===== src/rtl/svc_vga_pkg.sv =====
// Shared state type and raster-total helper for the VGA stream transmitter.
package svc_vga_pkg;

  typedef enum logic {
    SYNC = 1'b0,
    RUN  = 1'b1
  } vga_state_e;

  function automatic int unsigned vga_total(input int unsigned visible, input int unsigned front,
                                            input int unsigned sync_w, input int unsigned back);
    return visible + front + sync_w + back;
  endfunction

endpackage


===== src/rtl/svc_vga_timing.sv =====
// Raster h/v counters with active, at00 and polarity-applied sync decode.
// Outputs are combinational from the counter registers; no backpressure, free-running.
module svc_vga_timing
  import svc_vga_pkg::*;
#(
  parameter int unsigned H_VISIBLE = 640,
  parameter int unsigned H_FRONT   = 16,
  parameter int unsigned H_SYNC    = 96,
  parameter int unsigned H_BACK    = 48,
  parameter int unsigned V_VISIBLE = 480,
  parameter int unsigned V_FRONT   = 10,
  parameter int unsigned V_SYNC    = 2,
  parameter int unsigned V_BACK    = 33,
  parameter bit          HSYNC_POL = 1'b0,
  parameter bit          VSYNC_POL = 1'b0
) (
  input  logic pixel_clk,
  input  logic rst_n,
  output logic active_o,
  output logic at00_o,
  output logic hsync_o,
  output logic vsync_o
);

  localparam int unsigned H_WHOLE = vga_total(H_VISIBLE, H_FRONT, H_SYNC, H_BACK);
  localparam int unsigned V_WHOLE = vga_total(V_VISIBLE, V_FRONT, V_SYNC, V_BACK);
  localparam int unsigned HW = $clog2(H_WHOLE + 1);
  localparam int unsigned VW = $clog2(V_WHOLE + 1);

  localparam logic [HW-1:0] H_LAST = HW'(H_WHOLE - 1);
  localparam logic [HW-1:0] H_ACT  = HW'(H_VISIBLE);
  localparam logic [HW-1:0] HS_BEG = HW'(H_VISIBLE + H_FRONT);
  localparam logic [HW-1:0] HS_END = HW'(H_VISIBLE + H_FRONT + H_SYNC);
  localparam logic [VW-1:0] V_LAST = VW'(V_WHOLE - 1);
  localparam logic [VW-1:0] V_ACT  = VW'(V_VISIBLE);
  localparam logic [VW-1:0] VS_BEG = VW'(V_VISIBLE + V_FRONT);
  localparam logic [VW-1:0] VS_END = VW'(V_VISIBLE + V_FRONT + V_SYNC);

  logic [HW-1:0] h_q, h_d;
  logic [VW-1:0] v_q, v_d;

  always_comb begin
    h_d = h_q + 1'b1;
    v_d = v_q;
    if (h_q == H_LAST) begin
      h_d = '0;
      v_d = (v_q == V_LAST) ? '0 : v_q + 1'b1;
    end
  end

  always_ff @(posedge pixel_clk) begin
    if (!rst_n) begin
      h_q <= '0;
      v_q <= '0;
    end else begin
      h_q <= h_d;
      v_q <= v_d;
    end
  end

  always_comb begin
    active_o = (h_q < H_ACT) && (v_q < V_ACT);
    at00_o   = (h_q == '0) && (v_q == '0);
    hsync_o  = ((h_q >= HS_BEG) && (h_q < HS_END)) ? HSYNC_POL : ~HSYNC_POL;
    vsync_o  = ((v_q >= VS_BEG) && (v_q < VS_END)) ? VSYNC_POL : ~VSYNC_POL;
  end

endmodule


===== src/rtl/svc_vga_stream_tx.sv =====
// VGA scan-out from a valid/ready pixel stream; 1 cycle handshake-to-pin, s_ready only in active area
// (SYNC drains non-SOF pixels anywhere). Define SVC_VGA_RESYNC_EN to drop to SYNC and re-lock on errors.
module svc_vga_stream_tx
  import svc_vga_pkg::*;
#(
  parameter int unsigned COLOR_WIDTH   = 4,
  parameter int unsigned H_VISIBLE     = 640,
  parameter int unsigned H_FRONT       = 16,
  parameter int unsigned H_SYNC        = 96,
  parameter int unsigned H_BACK        = 48,
  parameter int unsigned V_VISIBLE     = 480,
  parameter int unsigned V_FRONT       = 10,
  parameter int unsigned V_SYNC        = 2,
  parameter int unsigned V_BACK        = 33,
  parameter bit          HSYNC_POL     = 1'b0,
  parameter bit          VSYNC_POL     = 1'b0,
  parameter int unsigned ERR_CNT_WIDTH = 16
) (
  input  logic                     pixel_clk,
  input  logic                     rst_n,
  input  logic                     s_valid,
  output logic                     s_ready,
  input  logic                     s_sof,
  input  logic [3*COLOR_WIDTH-1:0] s_pixel,
  output logic [COLOR_WIDTH-1:0]   vga_red,
  output logic [COLOR_WIDTH-1:0]   vga_grn,
  output logic [COLOR_WIDTH-1:0]   vga_blu,
  output logic                     vga_hsync,
  output logic                     vga_vsync,
  output logic                     vga_error,
  output logic [ERR_CNT_WIDTH-1:0] err_cnt,
  output logic                     locked,
  output logic                     frame_start
);

  logic active, at00, hsync_raw, vsync_raw;

  vga_state_e               state_q, state_d;
  logic                     show, err_d;
  logic [3*COLOR_WIDTH-1:0] rgb_q, rgb_d;
  logic                     hsync_q, vsync_q, err_q, fs_q;
  logic [ERR_CNT_WIDTH-1:0] err_cnt_q, err_cnt_d;

  svc_vga_timing #(
    .H_VISIBLE(H_VISIBLE), .H_FRONT(H_FRONT), .H_SYNC(H_SYNC), .H_BACK(H_BACK),
    .V_VISIBLE(V_VISIBLE), .V_FRONT(V_FRONT), .V_SYNC(V_SYNC), .V_BACK(V_BACK),
    .HSYNC_POL(HSYNC_POL), .VSYNC_POL(VSYNC_POL)
  ) u_timing (
    .pixel_clk(pixel_clk),
    .rst_n    (rst_n),
    .active_o (active),
    .at00_o   (at00),
    .hsync_o  (hsync_raw),
    .vsync_o  (vsync_raw)
  );

  // Underflow and SOF/position mismatch fold into a single error event per cycle.
  always_comb begin
    state_d = state_q;
    show    = 1'b0;
    err_d   = 1'b0;
    case (state_q)
      SYNC: begin
        if (at00 && s_valid && s_sof) begin
          show    = 1'b1;
          state_d = RUN;
        end
      end
      RUN: begin
        if (active) begin
          if (!s_valid || (s_sof != at00)) begin
            err_d = 1'b1;
`ifdef SVC_VGA_RESYNC_EN
            state_d = SYNC;
`else
            show = s_valid;
`endif
          end else begin
            show = 1'b1;
          end
        end
      end
      default: state_d = SYNC;
    endcase
  end

  always_comb begin
    s_ready = s_valid && (!s_sof || at00);
    if (state_q == RUN) begin
`ifdef SVC_VGA_RESYNC_EN
      // A misplaced SOF pixel is left in the stream so it can start the next frame.
      s_ready = active && !(s_valid && s_sof && !at00);
`else
      s_ready = active;
`endif
    end
  end

  always_comb begin
    rgb_d     = show ? s_pixel : '0;
    err_cnt_d = (err_d && (err_cnt_q != '1)) ? err_cnt_q + 1'b1 : err_cnt_q;
  end

  always_ff @(posedge pixel_clk) begin
    if (!rst_n) begin
      state_q   <= SYNC;
      rgb_q     <= '0;
      hsync_q   <= ~HSYNC_POL;
      vsync_q   <= ~VSYNC_POL;
      err_q     <= 1'b0;
      err_cnt_q <= '0;
      fs_q      <= 1'b0;
    end else begin
      state_q   <= state_d;
      rgb_q     <= rgb_d;
      hsync_q   <= hsync_raw;
      vsync_q   <= vsync_raw;
      err_q     <= err_d;
      err_cnt_q <= err_cnt_d;
      fs_q      <= at00;
    end
  end

  assign vga_red     = rgb_q[3*COLOR_WIDTH-1 -: COLOR_WIDTH];
  assign vga_grn     = rgb_q[2*COLOR_WIDTH-1 -: COLOR_WIDTH];
  assign vga_blu     = rgb_q[COLOR_WIDTH-1:0];
  assign vga_hsync   = hsync_q;
  assign vga_vsync   = vsync_q;
  assign vga_error   = err_q;
  assign err_cnt     = err_cnt_q;
  assign locked      = (state_q == RUN);
  assign frame_start = fs_q;

endmodule


===== config.mk =====
export PLATFORM = sky130hd
export DESIGN_NAME = svc_vga_stream_tx
export DESIGN_NICKNAME = d
export VERILOG_FILES = /design/src/rtl/svc_vga_pkg.sv /design/src/rtl/svc_vga_timing.sv /design/src/rtl/svc_vga_stream_tx.sv
export SDC_FILE = /design/constraint.sdc
export NUM_CORES = 1
export LEC_CHECK = 0
export CAP_MARGIN = 20
export CORE_MARGIN = 10
export CORE_UTILIZATION = 30
export CTS_CLUSTER_DIAMETER = 120
export CTS_CLUSTER_SIZE = 10
export DETAILED_ROUTE_END_ITERATION = 10
export HOLD_SLACK_MARGIN = 0.02
export SLEW_MARGIN = 25
export SYNTH_ARGS = -nofsm -noshare
export SYNTH_HDL_FRONTEND = slang
export SYNTH_SLANG_ARGS = --single-unit
export TNS_END_PERCENT = 30

===== constraint.sdc =====
create_clock -name pixel_clk -period 4.1 [get_ports pixel_clk]
set_clock_uncertainty 0.1 [all_clocks]
set_input_delay 0.615 -clock pixel_clk [delete_from_list [all_inputs] [get_ports pixel_clk]]
set_output_delay 0.615 -clock pixel_clk [all_outputs]
set_load 0.1 [all_outputs]

==> results.json <==
{
  "internal-power_w": 0.000742,
  "synth-seq-area-share_pct": 45.5,
  "run_status": "completed",
  "rsz0062_at_grt": "false",
  "antenna_left": 0,
  "seq_power_share_pct": 52.9,
  "drive_above_1_share_pct": 7.89,
  "worstPathRequired_ns": 4.24,
  "max_stage_delay_ns": 0.42,
  "tightest_slew_ns": 0.998,
  "syn_area_per_cell_um2": 8.76,
  "pwr-share-clk_pct": 33.9,
  "cts_num_sinks": 53,
  "synth_warnings": 0,
  "cts.path.max_buffers": 2,
  "avgRoutedWirePerCell_um": 12.8,
  "number_of_global_route_vias_before_repair": 1890,
  "min_path_type": "reg -> reg",
  "floorplan.io_pins": 50,
  "viasPerCell": 4.69,
  "clk-insertion-delay-late_ns": 0.30,
  "final.hold.worst_slack_ns": 0.372,
  "mappedNetlistNets": 288,
  "switching_power_w": 0.000260,
  "final.period_utilization_pct": 79.5,
  "number_of_antenna_violations_at_the_first_check_in_global_routing": 0,
  "initial_util_pct": 30.5,
  "hold_buffers": 0,
  "crit_family": "simple AND/OR/NAND/NOR gates",
  "drt_first_iter_violations": 60,
  "hold_ep": "vga_vsync$_SDFF_PN1_",
  "port-buffer-count": 49,
  "detailedPlacementHpwl_um": 4060,
  "ctsRootBufferMaster": "clkbuf_8",
  "most_numerous_cell_in_the_yosys_netlist": "dfxtp_1",
  "critPathLaunchType": "register",
  "global_route.usage.total_pct": 9.34,
  "final_net_count": 339,
  "yosysTopAreaCell": "dfxtp_1",
  "crit_fanout": 10,
  "layout.core_utilization_pct": 39.6,
  "grt_start_max_net_pins": 20,
  "cell_area_synth_um2": 2330,
  "dr_total_vias": 1967,
  "critical_path.reg2reg.startpoint": "u_timing.h_q[7]$_SDFF_PP0_",
  "worstSetupPathType": "reg -> reg",
  "power-per-cell-area_nw_per_um2": 331,
  "netSwitchingFraction_pct": 26.0,
  "critPathCaptureType": "register",
  "ys_async_sr_fraction_pct": 0,
  "yosysTopAreaCellShare_pct": 45.5,
  "timing.hold.worst.start": "u_timing.v_q[1]$_SDFFE_PN0P_",
  "fp.dieArea_um2": 11700,
  "cts-htree-levels": 2,
  "critical_path.n_buffers_inverters": 1,
  "critical_path.cell_chain": "or3_4 -> or4_1 -> nor3_1 -> inv_1 -> ha_1 -> nand2_1 -> nand4_1 -> a211o_1 -> or3_1 -> a21oi_1",
  "top_post_synthesis_cells_by_count": "53 x dfxtp_1, 37 x nor2_1, 22 x nand3_1, 18 x nand2_1, 15 x xnor2_1",
  "holdPathStages": 1,
  "remaining_drc_errors": 0,
  "synth_area_leaders": "dfxtp_1 46%, nor2_1 6.0%, xnor2_1 5.6%, nand3_1 4.7%, ha_1 3.2%",
  "rr_endpoint": "err_cnt[15]$_SDFFE_PN0P_",
  "route.final.wire_length_um": 5360,
  "post-cts-setup-buffer-count": 0,
  "period_needed_ns": 3.26,
  "synth_enable_flop_cells": 0,
  "combinationalPowerShare_pct": 13.2,
  "synth_seq_cells": 53,
  "cellLeakagePower_nw": 1.08,
  "multiInputGateArea_um2": 1180,
  "grt_overflow_total": 0,
  "drv_cap": 0,
  "vdd_drop_max_uv": 172,
  "reg2reg_setup_slack_ns": 0.84,
  "first_pass_grt_wire_length_um": 8980,
  "cts-buffers-inserted": 5,
  "postSynthCellCount": 266,
  "detailed_routing_iterations_pass_1": 4,
  "finalSetupTns_ns": 0,
  "ys_dominant_reg_cell": "dfxtp_1",
  "area_growth_syn_to_layout_pct": 30.0,
  "fill_cells": 804,
  "cts-resized-gates": 0,
  "core.rowCount": 32,
  "antenna-diode-count": 0,
  "yosysUniqueCellTypes": 39,
  "worst_r2r_path_depth": 10,
  "fmaxAchievable_ghz": 0.307,
  "register_area_um2": 1060,
  "timing.final.max_slew_violations": 0,
  "design.core.area_um2": 7650,
  "cell_at_the_slowest_stage_of_the_critical_path": "or4_1",
  "die-height_um": 108,
  "die_x_um": 108,
  "finalSetupViolCount": 0,
  "gp_weighted_congestion": 0.843,
  "slew-limit-headroom_pct": 33.3,
  "cp.arrival_ns": 3.40,
  "clk_pin_slew_worst_paths_ns": 0.09,
  "clock_tree_from_tritoncts": "done",
  "number_of_hold_slack_violations_in_the_final_timing_report": 0
}
## metal layers
metal  vias to the layer above  track usage [%]  wire length [µm]
met5                         -                0                 0
met3                         5             3.33               358
met2                        36             16.1              2630
met1                       915             10.6              2310
li1                       1011                -                 -
met4                         0             2.58                61
## power groups by stage
stage,combinational [W],clock [W],sequential (W)
global route,0.000140,0.000376,0.000532
detailed placement,0.000134,0,0.000543
floorplan,0.0000409,0,0.000593
global placement,0.000133,0,0.000542
CTS,0.000134,0.000358,0.000531
finish,0.000132,0.000339,0.000530
## how the worst max path moves through the flow
stage / slack, ns / cells after the start / end / from
2_1_floorplan: 1.07 / 8 / s_ready / u_timing.h_q[7]$_SDFF_PP0_
3_3_place_gp: 0.95 / 10 / err_cnt[13]$_SDFFE_PN0P_ / u_timing.h_q[7]$_SDFF_PP0_
3_5_place_dp: 0.86 / 10 / err_cnt[13]$_SDFFE_PN0P_ / u_timing.h_q[7]$_SDFF_PP0_
4_1_cts: 0.83 / 10 / err_cnt[13]$_SDFFE_PN0P_ / u_timing.h_q[7]$_SDFF_PP0_
5_1_grt: 0.59 / 10 / err_cnt[8]$_SDFFE_PN0P_ / u_timing.h_q[7]$_SDFF_PP0_
6_report: 0.84 / 10 / err_cnt[15]$_SDFFE_PN0P_ / u_timing.h_q[7]$_SDFF_PP0_
## registers in the layout (all words and copies together) (netlist names)
register / flops
rgb_q: 12
u_timing.h_q: 10
vga_vsync: 1
locked: 1
u_timing.v_q: 10
vga_hsync: 1
err_cnt: 16
vga_error: 1
frame_start: 1
## placed cells by master, fill, tap and decap left out, drive strengths merged, types with 2 or more instances in the layout
cell type and instances:
a2111oi 2, a211oi 4, a21oi 7, and2 13, and3 4, and4 3
buf 3, clkbuf 5, clkdlybuf4s50 48, dfxtp 53, ha 6, inv 13
mux2i 5, nand2 18, nand2b 3, nand3 22, nand3b 3, nand4 8
nor2 37, nor2b 2, nor3 9, nor4 5, o21a 2, o21ai 5
or2 2, or3 4, or4 2, xnor2 15, xor2 6
## final cells by class
| class | count | share of cell area, % |
|---|---|---|
| clock inverters | 2 | 1.16 |
| inverters | 13 | 1.61 |
| repair buffers | 51 | 16.6 |
| multi-input cells | 193 | 39.1 |
| flip-flops and latches | 53 | 35.0 |
| clock buffers | 5 | 2.27 |
| well taps | 102 | 4.21 |
## per-stage QoR
step	total power, W	std cells	worst slack, ns	instance area [µm²]
floorplan	0.000634	266	1.07	2330
global placement	0.000675	412	0.946	2930
detailed placement	0.000676	412	0.855	2930
CTS	0.00102	419	0.832	3030
global route	0.00105	419	0.591	3030
finish	0.00100	419	0.840	3030
## kinds of logic (layout without fill, tap and decap cells)
logic type / count (synthesis) / after routing / synth area share (%)
and+or+nand+nor: 136 / 136 / 30.4
DFF: 53 / 53 / 45.5
AOI/OAI and AO/OA: 25 / 25 / 7.20
xor gates and xnor gates: 21 / 21 / 7.89
buffers and inverters: 20 / 71 / 3.60
adders and majority gates: 6 / 6 / 3.22
muxes: 5 / 5 / 2.15
No activity file was read; power rests on OpenSTA's default activity.
